## config.mk

```make
export PLATFORM = sky130hd
export DESIGN_NAME = hazard_stall_unit
export DESIGN_NICKNAME = d
export VERILOG_FILES = /design/src/rtl/hazard_stall_unit.sv
export SDC_FILE = /design/constraint.sdc
export NUM_CORES = 1
export LEC_CHECK = 0
export ABC_CLOCK_PERIOD_IN_PS = 2500
export CAP_MARGIN = 30
export CORE_MARGIN = 5
export CORE_UTILIZATION = 26
export CTS_CLUSTER_DIAMETER = 60
export CTS_CLUSTER_SIZE = 28
export DETAILED_ROUTE_END_ITERATION = 6
export SETUP_SLACK_MARGIN = 0.4
export SYNTH_ARGS = -nofsm -noshare
export SYNTH_HDL_FRONTEND = slang
export SYNTH_SLANG_ARGS = --single-unit
```

## constraint.sdc

```tcl
create_clock -name clk -period 2.5 [get_ports clk]
set_clock_uncertainty 0.05 [all_clocks]
set_input_delay 0.25 -clock clk [delete_from_list [all_inputs] [get_ports clk]]
set_output_delay 0.25 -clock clk [all_outputs]
set_load 0.1 [all_outputs]
```

## src/rtl/hazard_stall_unit.sv

```systemverilog
// Decode-stage hazard controller: tracks E/M/W destination records, raises stall/bubble and forward selects.
// Optional build macro HAZARD_PERF_CNT_EN adds perf_stall_cnt and perf_md_stall_cnt counters.
module hazard_stall_unit #(
  parameter int TW = 2,
  parameter int RW = 5
) (
  input  logic          clk,
  input  logic          reset,
  input  logic          d_valid,
  input  logic [RW-1:0] d_rs,
  input  logic [RW-1:0] d_rt,
  input  logic [TW-1:0] d_rs_tuse,
  input  logic [TW-1:0] d_rt_tuse,
  input  logic [RW-1:0] d_dst,
  input  logic [TW-1:0] d_tnew,
  input  logic          d_is_md,
  input  logic          mdu_busy,
  output logic          stall,
  output logic          e_bubble,
  output logic [1:0]    d_fwd_rs,
  output logic [1:0]    d_fwd_rt
`ifdef HAZARD_PERF_CNT_EN
  ,
  output logic [31:0]   perf_stall_cnt,
  output logic [31:0]   perf_md_stall_cnt
`endif
);

  logic [RW-1:0] e_dst_reg, e_dst_next;
  logic [TW-1:0] e_tnew_reg, e_tnew_next;
  logic [RW-1:0] m_dst_reg, m_dst_next;
  logic [TW-1:0] m_tnew_reg, m_tnew_next;
  logic [RW-1:0] w_dst_reg, w_dst_next;

  logic [RW-1:0] src  [2];
  logic [TW-1:0] tuse [2];
  logic [1:0]    reg_hit;
  logic [1:0]    fwd_sel [2];
  logic          md_stall;

  assign src[0]  = d_rs;
  assign src[1]  = d_rt;
  assign tuse[0] = d_rs_tuse;
  assign tuse[1] = d_rt_tuse;

  // The youngest matching record decides: a match still in flight blocks older, stale copies.
  genvar gi;
  generate
    for (gi = 0; gi < 2; gi++) begin : g_src
      logic live, e_match, m_match, w_match;
      assign live    = d_valid && (src[gi] != '0);
      assign e_match = live && (e_dst_reg == src[gi]);
      assign m_match = live && (m_dst_reg == src[gi]);
      assign w_match = live && (w_dst_reg == src[gi]);
      assign reg_hit[gi] = (e_match && (e_tnew_reg > tuse[gi])) ||
                           (m_match && (m_tnew_reg > tuse[gi]));
      assign fwd_sel[gi] = e_match ? ((e_tnew_reg == '0) ? 2'd1 : 2'd0) :
                           m_match ? ((m_tnew_reg == '0) ? 2'd2 : 2'd0) :
                           w_match ? 2'd3 : 2'd0;
    end
  endgenerate

  assign md_stall = d_valid && d_is_md && mdu_busy;
  assign stall    = (|reg_hit) || md_stall;
  assign e_bubble = stall;
  assign d_fwd_rs = fwd_sel[0];
  assign d_fwd_rt = fwd_sel[1];

  always_comb begin
    e_dst_next  = '0;
    e_tnew_next = '0;
    if (!stall && d_valid) begin
      e_dst_next  = d_dst;
      e_tnew_next = d_tnew;
    end
    m_dst_next  = e_dst_reg;
    m_tnew_next = (e_tnew_reg == '0) ? '0 : e_tnew_reg - TW'(1);
    w_dst_next  = m_dst_reg;
  end

  always_ff @(posedge clk or posedge reset) begin
    if (reset) begin
      e_dst_reg  <= '0;
      e_tnew_reg <= '0;
      m_dst_reg  <= '0;
      m_tnew_reg <= '0;
      w_dst_reg  <= '0;
    end else begin
      e_dst_reg  <= e_dst_next;
      e_tnew_reg <= e_tnew_next;
      m_dst_reg  <= m_dst_next;
      m_tnew_reg <= m_tnew_next;
      w_dst_reg  <= w_dst_next;
    end
  end

`ifdef HAZARD_PERF_CNT_EN
  logic [31:0] perf_stall_cnt_reg, perf_md_stall_cnt_reg;

  always_ff @(posedge clk or posedge reset) begin
    if (reset) begin
      perf_stall_cnt_reg    <= '0;
      perf_md_stall_cnt_reg <= '0;
    end else begin
      if (stall)    perf_stall_cnt_reg    <= perf_stall_cnt_reg + 32'd1;
      if (md_stall) perf_md_stall_cnt_reg <= perf_md_stall_cnt_reg + 32'd1;
    end
  end

  assign perf_stall_cnt    = perf_stall_cnt_reg;
  assign perf_md_stall_cnt = perf_md_stall_cnt_reg;
`endif

endmodule

```

==> flow_summary.yaml <==
run_status:
  outcome: "completed"
critical_path:
  cp_data_arrival_time_ns: 2.07
  endpoint_kind: "primary output"
  crit_type: "reg2out"
  critical_path_peak_fanout: 3
  cp-start-kind: "flip-flop"
  slowest_stage: "or4_4"
  cp_data_required_time_ns: 2.20
  critical_path.max_stage_delay_ns: 0.54
  timing.critical_path.cells: "buf_6 > xnor2_2 > nand2_1 > or4_4 > a211oi_4 > buf_12"
pwr:
  p_switching_mw: 0.279
  pwr-share-comb_pct: 35.7
  p_int_mw: 0.595
  finalPower_mw: 0.874
  p_sw_share_pct: 31.9
  power_frac_seq_pct: 39.8
  power.leakage_nw: 0.982
  powerDensity_nw_per_um2: 389
  clkPwrFrac_pct: 24.5
  irDropWorstVdd_uv: 151
yosys:
  ys_warn_count: 0
  syn_nets: 160
  synth.yosys.seq_area_share_pct: 38.7
  synth-seq-cells: 19
  syn_area_sq_um: 1230
  postSynthCellCount: 126
  synth.distinct_cells: 29
  avgSynthCellArea_sq_um: 9.75
place:
  io_buffer_count: 31
  gp_congestion: 0.845
  placed_cells: 226
  hpwl_um: 2660
sta:
  fin_crit_ns: 2.37
  worst_pin_slew_ns: 0.700
  holdWs_ns: 0.348
  fmax_ghz: 0.422
  grt_setup_unrepaired: "true"
  slew_violations: 0
  hold_viol_final: 0
  min_period_over_period_pct: 94.8
  slew_headroom_pct: 53.3
  setup_violations: 0
finish:
  drive_gt1_share_pct: 50.0
  final_cell_mix: "buf_4 (25), dfrtp_1 (16), xor2_1 (13), clkdlybuf4s50_1 (13), buf_6 (11)"
  final_core_util_pct: 48.2
  final_common_cell: "buf_4"
  final_cells: 244
  antenna_cells: 0
  final_nets: 225
  multi_input_area_sq_um: 1000
  seq_area_sq_um: 479
  nFillCells: 392
  syn_to_final_growth_pct: 82.8
global_route:
  antenna_found_initial: 0
  grt_pass1_wl_um: 5870
  grt_pass1_vias: 1269
  grt_usage_pct: 12.3
  grt_max_degree: 20
  grt_overflow_total: 0
cts:
  clkLatencyLatePin_ns: 0.26
  htree_num_levels: 1
  clkSinkCount: 19
  cts_root_buf: "clkbuf_8"
  clock_path_buffers: 2
  cts_tree: "yes"
  cts.clk_slew.worst_paths_ns: 0.07
  cts_inserted_buffers: 3
job:
  maxCapViolCount: 0
floorplanning:
  chipHeight_um: 78.7
  io-pin-count: 32
  dieArea_sq_um: 6200
  std_cell_rows: 25
  initial_core_util_pct: 26.4
  coreArea_sq_um: 4660
  fp.dieW_um: 78.7
route:
  routedWlPerCell_um: 15.2
  ant_nets: 0
  drtPass1Iterations: 4
  first_iter_violations: 27
  viasPerCell: 4.62
  drcViolationCount: 0
  wirelength_um: 3700
  dr_total_vias: 1128
hold_path:
  hp-class: "in2async"
[critical path, delay by kind of cell, from the launching register on]
family / cells / cell delay [ns]
and+or+nand+nor: 2 / 0.64
buffers and inverters: 2 / 0.35
xor gates and xnor gates: 1 / 0.11
AOI/OAI and AO/OA: 1 / 0.27
DFF: 1 / 0.44
[kinds of logic (layout without fill, tap and decap cells)]
kind of cell / Yosys count / count (layout) / share of synthesized area, %
AOI/OAI and AO/OA: 15 / 15 / 9.37
xor gates and xnor gates: 30 / 30 / 21.4
adders and majority gates: 8 / 8 / 8.15
buffers and inverters: 10 / 74 / 3.46
DFF: 19 / 19 / 38.7
and+or+nand+nor: 44 / 44 / 18.9
[power by group through the flow]
stage / Combinational, mW / Clock (mW) / Sequential [mW]
floorplan: 0.140 / 0 / 0.345
finish: 0.312 / 0.214 / 0.348
CTS: 0.285 / 0.217 / 0.345
global route: 0.336 / 0.238 / 0.350
global placement: 0.244 / 0 / 0.349
detailed placement: 0.247 / 0 / 0.350
[what timing repair did]
action	CTS	global route
setup endpoints to repair	9	6
gates resized for setup	73	18
setup buffers	9	5
pin swaps	28	15
hold buffers	0	0
[synth_stat cells]
master	number	area, sq um
dfrtp_1	19	475
xnor2_1	16	140
xor2_1	14	123
nand2_1	13	48.8
nor3_1	9	45.0
ha_1	8	100
inv_1	7	26.3
a21oi_1	5	25.0
nand3_1	4	20.0
o21ai_0	4	20.0
nor2b_1	3	18.8
nor4_1	3	18.8
or4_1	3	22.5
nor2_1	2	7.51
o21ai_2	2	17.5
a211o_4	1	17.5
a211oi_1	1	7.51
a2bb2o_4	1	20.0
and2_1	1	6.26
and3_1	1	6.26
buf_2	1	5.00
buf_4	1	7.51
clkbuf_1	1	3.75
nand3b_1	1	7.51
nand4_1	1	6.26
nor4_2	1	12.5
o31ai_1	1	7.51
or2_1	1	6.26
or3_1	1	6.26
[layout make-up]
type,count,share of cell area [%]
Inverter,7,1.17
Sequential cell,19,21.3
Timing Repair Buffer,63,28.0
Multi-Input combinational cell,97,44.5
Tap cell,54,3.01
Clock buffer,4,2.01
[metal layers]
layer  share of wire (%)  track usage [%]
met5                   0                0
met4                 1.2             4.20
met3                 4.1             2.27
met2                  52             22.2
met1                  43             14.4
[worst paths after layout]
kind                                        start                endpoint  slack [ns]  cells after the start
max                        m_dst_reg[0]$_DFF_PP0_             d_fwd_rt[1]        0.13                      6
min                                         reset  w_dst_reg[1]$_DFF_PP0_        0.35                      2
min reg2reg                m_dst_reg[4]$_DFF_PP0_  w_dst_reg[4]$_DFF_PP0_        0.39                      0
max reg2reg                m_dst_reg[0]$_DFF_PP0_  e_dst_reg[3]$_DFF_PP0_        0.71                      8
max in group asynchronous                   reset  e_dst_reg[3]$_DFF_PP0_        1.56                      2
min in group clk           m_dst_reg[4]$_DFF_PP0_  w_dst_reg[4]$_DFF_PP0_        0.39                      0
[metrics by stage]
step	instance area, sq um	TNS [ns]	setup WS [ns]
after global placement	1860	-0.221	-0.110
after detailed placement	1860	-0.223	-0.111
final	2250	0	0.131
after floorplan	1320	0	0.107
after CTS	2110	0	0.111
after global routing	2250	0	0.0529
No activity file was read; power rests on OpenSTA's default activity.
==> variant, RTL diff (same settings) <==
The option `HAZARD_PERF_CNT_EN` is turned on by a define.
--- a/src/rtl/hazard_stall_unit.sv
+++ b/src/rtl/hazard_stall_unit.sv
@@ -2,2 +2,4 @@
 // Optional build macro HAZARD_PERF_CNT_EN adds perf_stall_cnt and perf_md_stall_cnt counters.
+`define HAZARD_PERF_CNT_EN
+
 module hazard_stall_unit #(
Behaviour (old outputs only; new: perf_md_stall_cnt and perf_stall_cnt): unchanged (Yosys induction, for registers that start in step).
==> variant against the original RTL <==
Worst setup slack lost 12 ps. Worst hold slack lost 23 ps. Final area grew to 2.9 times the old value. Power grew to 5.2 times the old value. Routed wire length grew to 3.1 times the old value. First-iteration DRC count grew to 4.1 times the old value. Sequential cell count grew 64. Clock power grew to 7.0 times the old value. Synthesized cell count grew to 3.1 times the old value. Synthesized area grew to 3.4 times the old value. Critical endpoint is now e_bubble. Largest power group unchanged.
==> variant: results (changes against the original RTL) <==
[grt]
grt_max_degree=84  ; +320%
grt_pass1_wl_um=18620  ; +220%
grt_use_total_pct=12.86  ; +0.60 points
antenna_found_initial=0  ; unchanged

[cts]
cts_tree=done
cts_buffer_depth=2  ; unchanged
htreeDepth=3  ; +2
clk_latency_ps=340  ; +80 ps
cts_root_buf=clkbuf_16
cts_buffers=9  ; +6
clkTransAtPathRegs_ps=60

[placement]
dp_hpwl_um=7869  ; +200%
routabilityCongestion=0.8317  ; -1.6%
dp_cells=707  ; +210%
port_buffers=95  ; +210%

[synth]
syn_area_per_cell_um2=10.81  ; +11%
synth_seq_area_share_pct=49.89  ; +11 points
async_flop_share_pct=100.0  ; unchanged
synthTopCellsByCount=83 x dfrtp_1, 47 x xor2_1, 45 x xnor2_1
synth_nets=421  ; +160%
synth.area.top_cells=dfrtp_1 50%, xor2_1 9.9%, xnor2_1 9.5%, nand3_1 3.2%, ha_1 3.0%
yosysWarnings=0  ; unchanged
synth_cell_types=34  ; +17%

[drt]
vias_per_cell=4.479  ; -3.1%
drt_iter0_markers=112  ; +310%
route.vias.total=3359  ; +200%
drc=0  ; unchanged
drt-wirelength-per-cell_um=15.30  ; +0.80%
firstDrtPassIters=4  ; unchanged
final_antenna_net_count=0  ; unchanged

[sta]
finalSetupViolCount=0  ; unchanged
worstMarginPinSlew_ps=473.1  ; -227.0 ps

[power]
ir_drop_mv=0.8359  ; +450%
leakagePower_nw=3.122  ; +220%

[worst_hold_path]
hold_path_class=input pin to asynchronous set/reset pin

[critical_path]
crit_fanout=5  ; +2
arrival_ps=2080

[finish]
fill_cells=1534  ; +290%
final_layout_size_suffix_gt1_share_pct=47.38  ; -2.6 points
antenna_cells=0  ; unchanged
final_nets=565  ; +150%

[run_status]
status=finished clean

==> variant: cell count changes in the layout (fill, tap and decap cells not counted), moves of 9 or more <==
cell       before  now
nand4_1         1   13
and3_1          1   12
clkbuf_16       0   10
dfrtp_2         3   28
dfrtp_1        16   51
nor2_1          2   12
nand2_1        10   31
xnor2_1         9   44
nand3_1         1   23
nor3_4          0    9
buf_4          25   99
xor2_1         13   47
==> variant: worst paths after layout <==
kind / startpoint / end / slack, ps / cells after the start
max: e_tnew_reg[1] / e_bubble / 120 / 9
min: reset / perf_md_stall_cnt[1] / 320 / 3
max reg2reg: m_tnew_reg[1] / perf_stall_cnt[13] / 170 / 12
min reg2reg: e_dst_reg[3] / m_dst_reg[3] / 390 / 0
max in group asynchronous: reset / perf_stall_cnt[13] / 1670 / 3
min in group clk: d_valid / e_tnew_reg[0] / 330 / 3
==> variant: kinds of logic after synthesis <==
group	synth area share [%]
simple gates	22.33
xor+xnor	19.36
flops	49.89
buf+inv	3.005
compound gates	1.864
fa+ha+maj	3.006
mux	0.5410
==> variant: report_power, final <==
part	internal [W]	switching, W	total (W)
clock network	0.000933	0.000556	0.00149
registers	0.00147	0.000157	0.00163
logic	0.000390	0.00102	0.00141
total	0.00279	0.00174	0.00453
==> variant: critical path, cell delays in order (launching register included) <==
cell and delay, ps:
dfrtp_2 420, buf_4 150, ha_4 210, a21oi_2 130, a21oi_1 60, a21oi_1 130, and3_4 210, buf_6 120
clkinvlp_4 120, buf_12 190
==> variant: final cells by class <==
type	count	area (um2)	share of cell area, %
inverter	11	48.80	0.7458
clock buffer	11	252.7	3.863
sequential	83	2127	32.51
tap	216	270.3	4.131
clock inverter	5	85.08	1.300
timing repair buffer	145	1365	20.86
multi-input combinational	279	2394	36.58
==> variant: per-stage QoR <==
step	hold WS [ps]	area [um2]	setup slack [ps]	utilization (%)	total power (W)
2_1_floorplan	358.7	4476	-131.9	-	0.002619
3_3_place_gp	372.3	5653	-194.0	35.85	0.002963
3_5_place_dp	377.7	5653	-185.7	35.85	0.002975
4_1_cts	359.3	6434	110.3	40.80	0.004566
5_1_grt	333.2	6543	-2.969	41.49	0.004715
6_report	324.7	6543	118.8	41.49	0.004532
==> variant: layer usage <==
layer | routed length [um] | share of wire, % | up-vias | global-route usage (%)
met2 | 5678 | 49 | 77 | 20.45
met1 | 5061 | 44 | 1672 | 17.28
met3 | 560 | 4.9 | 11 | 2.721
li1 | - | - | 1599 | -
met5 | 0 | 0 | - | 0
met4 | 173 | 1.5 | 0 | 4.703
==> variant: timing repair <==
action                                  CTS  global route
hold endpoints to repair                  0             0
endpoints found under the setup margin   46            48
buffers inserted                         14             8
resized for setup                        77            24
pin swaps                                54            10
cloned                                    4             1
